File: src/rtl/conv_fetch_ctrl.sv
// Fetch-job sequencer for the CONV read mux: issues framed address beats, tracks returned data.
// Optional error flag under CONV_FETCH_CTRL_ERR_EN.
module conv_fetch_ctrl #(
  parameter int AW      = 13,
  parameter int IFW     = 4,
  parameter int LW      = 10,
  parameter int MAX_OUT = 8
) (
  input  logic           clk,
  input  logic           rst_n,
  input  logic [AW-1:0]  cmd_base,
  input  logic [AW-1:0]  cmd_stride,
  input  logic [LW-1:0]  cmd_len,
  input  logic [IFW-1:0] cmd_info,
  input  logic           cmd_valid,
  output logic           cmd_ready,
  output logic [IFW-1:0] info,
  output logic [AW-1:0]  m_addr,
  output logic           m_addr_first,
  output logic           m_addr_last,
  output logic           m_addr_valid,
  input  logic           m_addr_ready,
  input  logic           dat_valid,
  input  logic           dat_ready,
  output logic           busy,
  output logic           done
`ifdef CONV_FETCH_CTRL_ERR_EN
  ,
  output logic           err
`endif
);

  // state  | meaning
  // IDLE   | waiting for a descriptor, cmd_ready high
  // ISSUE  | emitting address beats, throttled by outstanding count
  // DRAIN  | all beats issued, waiting for the remaining data returns
  localparam int OW = $clog2(MAX_OUT + 1);
  localparam int CW = LW + 1;

  localparam logic [1:0] S_IDLE  = 2'd0;
  localparam logic [1:0] S_ISSUE = 2'd1;
  localparam logic [1:0] S_DRAIN = 2'd2;

  logic [1:0]    state;
  logic [AW-1:0] addr;
  logic [AW-1:0] stride;
  logic [LW-1:0] len;
  logic [CW-1:0] issue_cnt;
  logic [CW-1:0] ret_cnt;
  logic [OW-1:0] outstanding;
  logic          afire;
  logic          dfire;
  logic          dfire_eff;
  logic          ret_final;

  assign cmd_ready    = (state == S_IDLE);
  assign busy         = (state != S_IDLE);
  assign m_addr       = addr;
  assign m_addr_valid = (state == S_ISSUE) && (outstanding < OW'(MAX_OUT));
  assign m_addr_first = (state == S_ISSUE) && (issue_cnt == '0);
  assign m_addr_last  = (state == S_ISSUE) && (issue_cnt == {1'b0, len});

  assign afire     = m_addr_valid & m_addr_ready;
  assign dfire     = dat_valid & dat_ready;
  // returns with nothing outstanding are dropped so the counters never underflow
  assign dfire_eff = dfire && (outstanding != '0) && busy;
  assign ret_final = dfire_eff && (ret_cnt == {1'b0, len});

  always_ff @(posedge clk) begin
    if (!rst_n) begin
      state       <= S_IDLE;
      addr        <= '0;
      stride      <= '0;
      len         <= '0;
      info        <= '0;
      issue_cnt   <= '0;
      ret_cnt     <= '0;
      outstanding <= '0;
      done        <= 1'b0;
    end else begin
      done <= 1'b0;
      case (state)
        S_IDLE: begin
          if (cmd_valid) begin
            addr      <= cmd_base;
            stride    <= cmd_stride;
            len       <= cmd_len;
            info      <= cmd_info;
            issue_cnt <= '0;
            ret_cnt   <= '0;
            state     <= S_ISSUE;
          end
        end
        S_ISSUE: begin
          if (afire) begin
            addr      <= addr + stride;
            issue_cnt <= issue_cnt + CW'(1);
            if (m_addr_last) state <= S_DRAIN;
          end
        end
        S_DRAIN: begin
        end
        default: state <= S_IDLE;
      endcase

      if (dfire_eff) ret_cnt <= ret_cnt + CW'(1);

      // the final return always follows the last issue, so this overrides any ISSUE/DRAIN update
      if (ret_final) begin
        state <= S_IDLE;
        done  <= 1'b1;
      end

      case ({afire, dfire_eff})
        2'b10:   outstanding <= outstanding + OW'(1);
        2'b01:   outstanding <= outstanding - OW'(1);
        default: outstanding <= outstanding;
      endcase
    end
  end

`ifdef CONV_FETCH_CTRL_ERR_EN
  logic [10:0] hold_cnt;

  always_ff @(posedge clk) begin
    if (!rst_n) begin
      err      <= 1'b0;
      hold_cnt <= '0;
    end else begin
      if (dfire && ((outstanding == '0) || (state == S_IDLE))) err <= 1'b1;
      // a descriptor stuck waiting more than 1024 busy cycles is flagged
      if (busy && cmd_valid) begin
        if (hold_cnt == 11'd1024) err <= 1'b1;
        else hold_cnt <= hold_cnt + 11'd1;
      end else begin
        hold_cnt <= '0;
      end
    end
  end
`endif

endmodule

File: config.mk
export PLATFORM = sky130hd
export DESIGN_NAME = conv_fetch_ctrl
export DESIGN_NICKNAME = d
export VERILOG_FILES = /design/src/rtl/conv_fetch_ctrl.sv
export SDC_FILE = /design/constraint.sdc
export NUM_CORES = 1
export LEC_CHECK = 0
export CAP_MARGIN = 30
export CORE_MARGIN = 3
export CORE_UTILIZATION = 50
export CTS_CLUSTER_DIAMETER = 100
export DETAILED_ROUTE_END_ITERATION = 8
export GPL_TIMING_DRIVEN = 0
export HOLD_SLACK_MARGIN = 0.12
export PLACE_DENSITY = 0.77
export SYNTH_ARGS = -nofsm -noshare
export SYNTH_HDL_FRONTEND = slang
export SYNTH_SLANG_ARGS = --single-unit
File: constraint.sdc
create_clock -name clk -period 3.15 [get_ports clk]
set_input_delay 0.7875 -clock clk [delete_from_list [all_inputs] [get_ports clk]]
set_output_delay 0.7875 -clock clk [all_outputs]
set_load 0.01 [all_outputs]
==> impl_metrics.env, run 1 <==
export IMPL_drive_above_1_share=0.0548
export IMPL_ys_seq_area_frac=0.369
export IMPL_cts_root_buf="clkbuf_8"
export IMPL_setup_viol_count_final=0
export IMPL_syn_nets=530
export IMPL_grt_pass1_vias=3326
export IMPL_fin_skew_ps=6.48
export IMPL_synth_distinct_cells=55
export IMPL_grt_max_degree=11
export IMPL_ios=69
export IMPL_die_area_mm2=0.00856
export IMPL_clkSinkCount=69
export IMPL_fin_nets=608
export IMPL_ff2ff_path_depth=10
export IMPL_p_leak_uw=0.00191
export IMPL_finalWorstSetupSlack_ps=140
export IMPL_avgSynthCellArea_um2=8.05
export IMPL_worst_setup_path_end_kind="flip-flop"
export IMPL_cpLargestDelayFamily="buffers and inverters"
export IMPL_rsz0062_at_grt="no"
export IMPL_cts_clk_slew_worst_paths_ps=70
export IMPL_maxCapViolCount=0
export IMPL_die_h_um=92.5
export IMPL_worstSetupPathType="input pin to flip-flop"
export IMPL_antenna_left=0
export IMPL_path_depth=11
export IMPL_cp_num_buf_inv=3
export IMPL_yosys_area_top_type="dfxtp_1"
export IMPL_cp_max_fo=8
export IMPL_required_ps=3420
export IMPL_gp_congestion=0.886
export IMPL_final_hold_violation_count=0
export IMPL_final_cells=643
export IMPL_dp_cells=628
export IMPL_htreeDepth=3
export IMPL_dp_hpwl_mm=7.45
export IMPL_clk_latency_ps=340
export IMPL_met3_length_um=596
export IMPL_p_per_area_mw_per_mm2=445
export IMPL_first_iter_violations=221
export IMPL_ys_top_cells_by_count="nand2_1, dfxtp_1, a21oi_1"
export IMPL_syn2layout_area_growth_pct=25.9
export IMPL_netlist_area_mm2=0.00374
export IMPL_crit_chain="clkdlybuf4s50_1, nor4bb_1, clkbuf_2, inv_1, ha_1, xor2_1, ha_1, a21oi_1, xor2_1, or3_1, a21oi_1"
export IMPL_startpoint_type="input pin"
export IMPL_top_layer="met4"
export IMPL_antenna_found_initial=0
export IMPL_cpMaxStageDelayCell="clkdlybuf4s50_1"
export IMPL_firstDrtPassIters=4
export IMPL_grt_ovfl_total=0
export IMPL_final_max_slew_viol_count=0
export IMPL_synth_top_area_share=0.369
export IMPL_synth_ff_type="dfxtp_1"
export IMPL_layout_min_cycle_time_ps=3010
export IMPL_cts_buffer_depth=2
export IMPL_hold_path_class="flip-flop to flip-flop"
export IMPL_tightest_slew_ps=638
export IMPL_drt_met1_wl_mm=4.62
export IMPL_slowest_delay_ps=530
export IMPL_post_cts_buffers=0
export IMPL_cts_buffers=9
export IMPL_irDropWorstVdd_mv=0.252
export IMPL_min_period_over_period=0.956
export IMPL_wl_met2_mm=4.60
export IMPL_pre_cts_slack_ps=-331
export IMPL_grt_use_total=0.239
export IMPL_grt_pass1_wl_mm=16.2
export IMPL_yosysMostFrequentCell="nand2_1"
export IMPL_slew_headroom=0.574
export IMPL_drc=0
export IMPL_start_util=0.534
export IMPL_core_area_mm2=0.00702
export IMPL_rows=30
export IMPL_syn_inst=465
export IMPL_vias_per_cell=5.58
export IMPL_power_total_uw=2100
export IMPL_diodes=0
export IMPL_synth_top_cells_by_area="dfxtp_1, nand2_1, a21oi_1, xor2_1, ha_1"
export IMPL_wl_per_cell_um=15.4
export IMPL_ys_warn_count=0
export IMPL_synth_seq_cells=69
export IMPL_status="finished, final reports clean"
export IMPL_min_path_cells=2
export IMPL_cts_tree="done"
export IMPL_async_reset_ff_frac=0
export IMPL_vias=3590
export IMPL_dieWidth_um=92.5
export IMPL_port_buffer_count=67
export IMPL_routed_wl_mm=9.90
export IMPL_synth_edff_count=0
export IMPL_crit_arrival_ps=3280
export IMPL_max_freq_ghz=0.332
==> worst paths after layout <==
check,start,to,slack [ps]
max,m_addr_ready,outstanding[2],140
min,info[3],info[3],460
max reg2reg,outstanding[1],outstanding[2],540
min reg2reg,info[3],info[3],460
==> tightest hold or removal path, stage by stage, from the launching register on <==
cell and delay [ps]:
dfxtp_1 310, nand2_1 50, a21oi_1 50
==> per-layer routing <==
metal  vias to the layer above  track usage
li1                       1794            -
met1                      1686        0.321
met2                       101        0.380
met3                         9       0.0528
met4                         0       0.0767
met5                         -            0
==> power breakdown <==
| group | leakage (uW) | internal [uW] | switching (uW) |
|---|---|---|---|
| Sequential | 0.000563 | 922 | 49.7 |
| Clock | 0.0000926 | 346 | 315 |
| Combinational | 0.00126 | 221 | 244 |
| Total | 0.00191 | 1490 | 609 |
==> flip-flops by register name, summed over array words and instances, names as in the netlist <==
| signal | count |
|---|---|
| m_addr | 13 |
| stride | 13 |
| issue_cnt | 11 |
| ret_cnt | 11 |
| len | 10 |
| info | 4 |
| outstanding | 4 |
| state | 2 |
| done | 1 |
==> cells by family (layout without fill, tap and decap cells) <==
kind of cell             count (synthesis)  in the layout  synth area share
AO/OA/AOI/OAI                          100            100             0.163
XOR/XNOR                                41             41            0.0959
adder cells (fa/ha/maj)                 19             19            0.0655
buffers and inverters                   34            116            0.0347
flip-flops                              69             69             0.369
multiplexers                             5              5            0.0140
AND/OR/NAND/NOR                        197            197             0.258
==> cell type report <==
| cell class | count | area, um2 |
|---|---|---|
| fillers | 610 | 2300 |
| multi-input cells | 362 | 2230 |
| flip-flops and latches | 69 | 1380 |
| repair buffers | 67 | 671 |
| clock buffers | 14 | 173 |
| well taps | 96 | 120 |
| plain buffers | 21 | 83.8 |
| inverters | 13 | 48.8 |
| clock inverters | 1 | 5.00 |
==> repair_timing <==
item / 4_1_cts / 5_1_grt
gates resized for setup: 0 / 4
hold buffers: 0 / 0
setup endpoints to repair: 0 / 2
==> placed cells by master, fill, tap and decap left out, types with 4 or more instances in the layout <==
master / synthesis / layout
inv_1: 11 / 11
nor4_1: 8 / 8
nand4_1: 10 / 10
xnor2_1: 13 / 13
a21oi_1: 53 / 53
ha_1: 18 / 18
a21o_1: 5 / 5
nand3_1: 16 / 16
a31oi_1: 5 / 5
nor2_1: 34 / 34
nor3_1: 6 / 6
clkbuf_1: 16 / 16
clkdlybuf4s50_1: 0 / 67
nand2_1: 86 / 86
xor2_1: 28 / 28
and3_1: 5 / 5
o211ai_1: 6 / 6
nand2b_1: 4 / 4
clkbuf_8: 0 / 12
or3_1: 5 / 5
o21ai_0: 11 / 11
dfxtp_1: 69 / 69
==> through the flow <==
stage	util	hold slack [ps]	instance area, um2	setup TNS, ps
floorplan	-	440	3740	0
detailed placement	0.646	451	4540	-349
global placement	0.646	441	4540	-271
finish	0.672	459	4720	0
global route	0.672	481	4720	0
CTS	0.671	459	4710	0
Note: power is estimated with default switching activity, not from simulation.
==> inputs of run 2 (changes only) <==
--- a/config.mk
+++ b/config.mk
@@ -5,7 +5,7 @@
 export SDC_FILE = /design/constraint.sdc
 export NUM_CORES = 1
 export LEC_CHECK = 0
-export CAP_MARGIN = 30
+export CAP_MARGIN = 20
 export CORE_MARGIN = 3
 export CORE_UTILIZATION = 50
 export CTS_CLUSTER_DIAMETER = 100
==> results of run 2 <==
Final layout, timing and power as in run 1 (identical DEF).
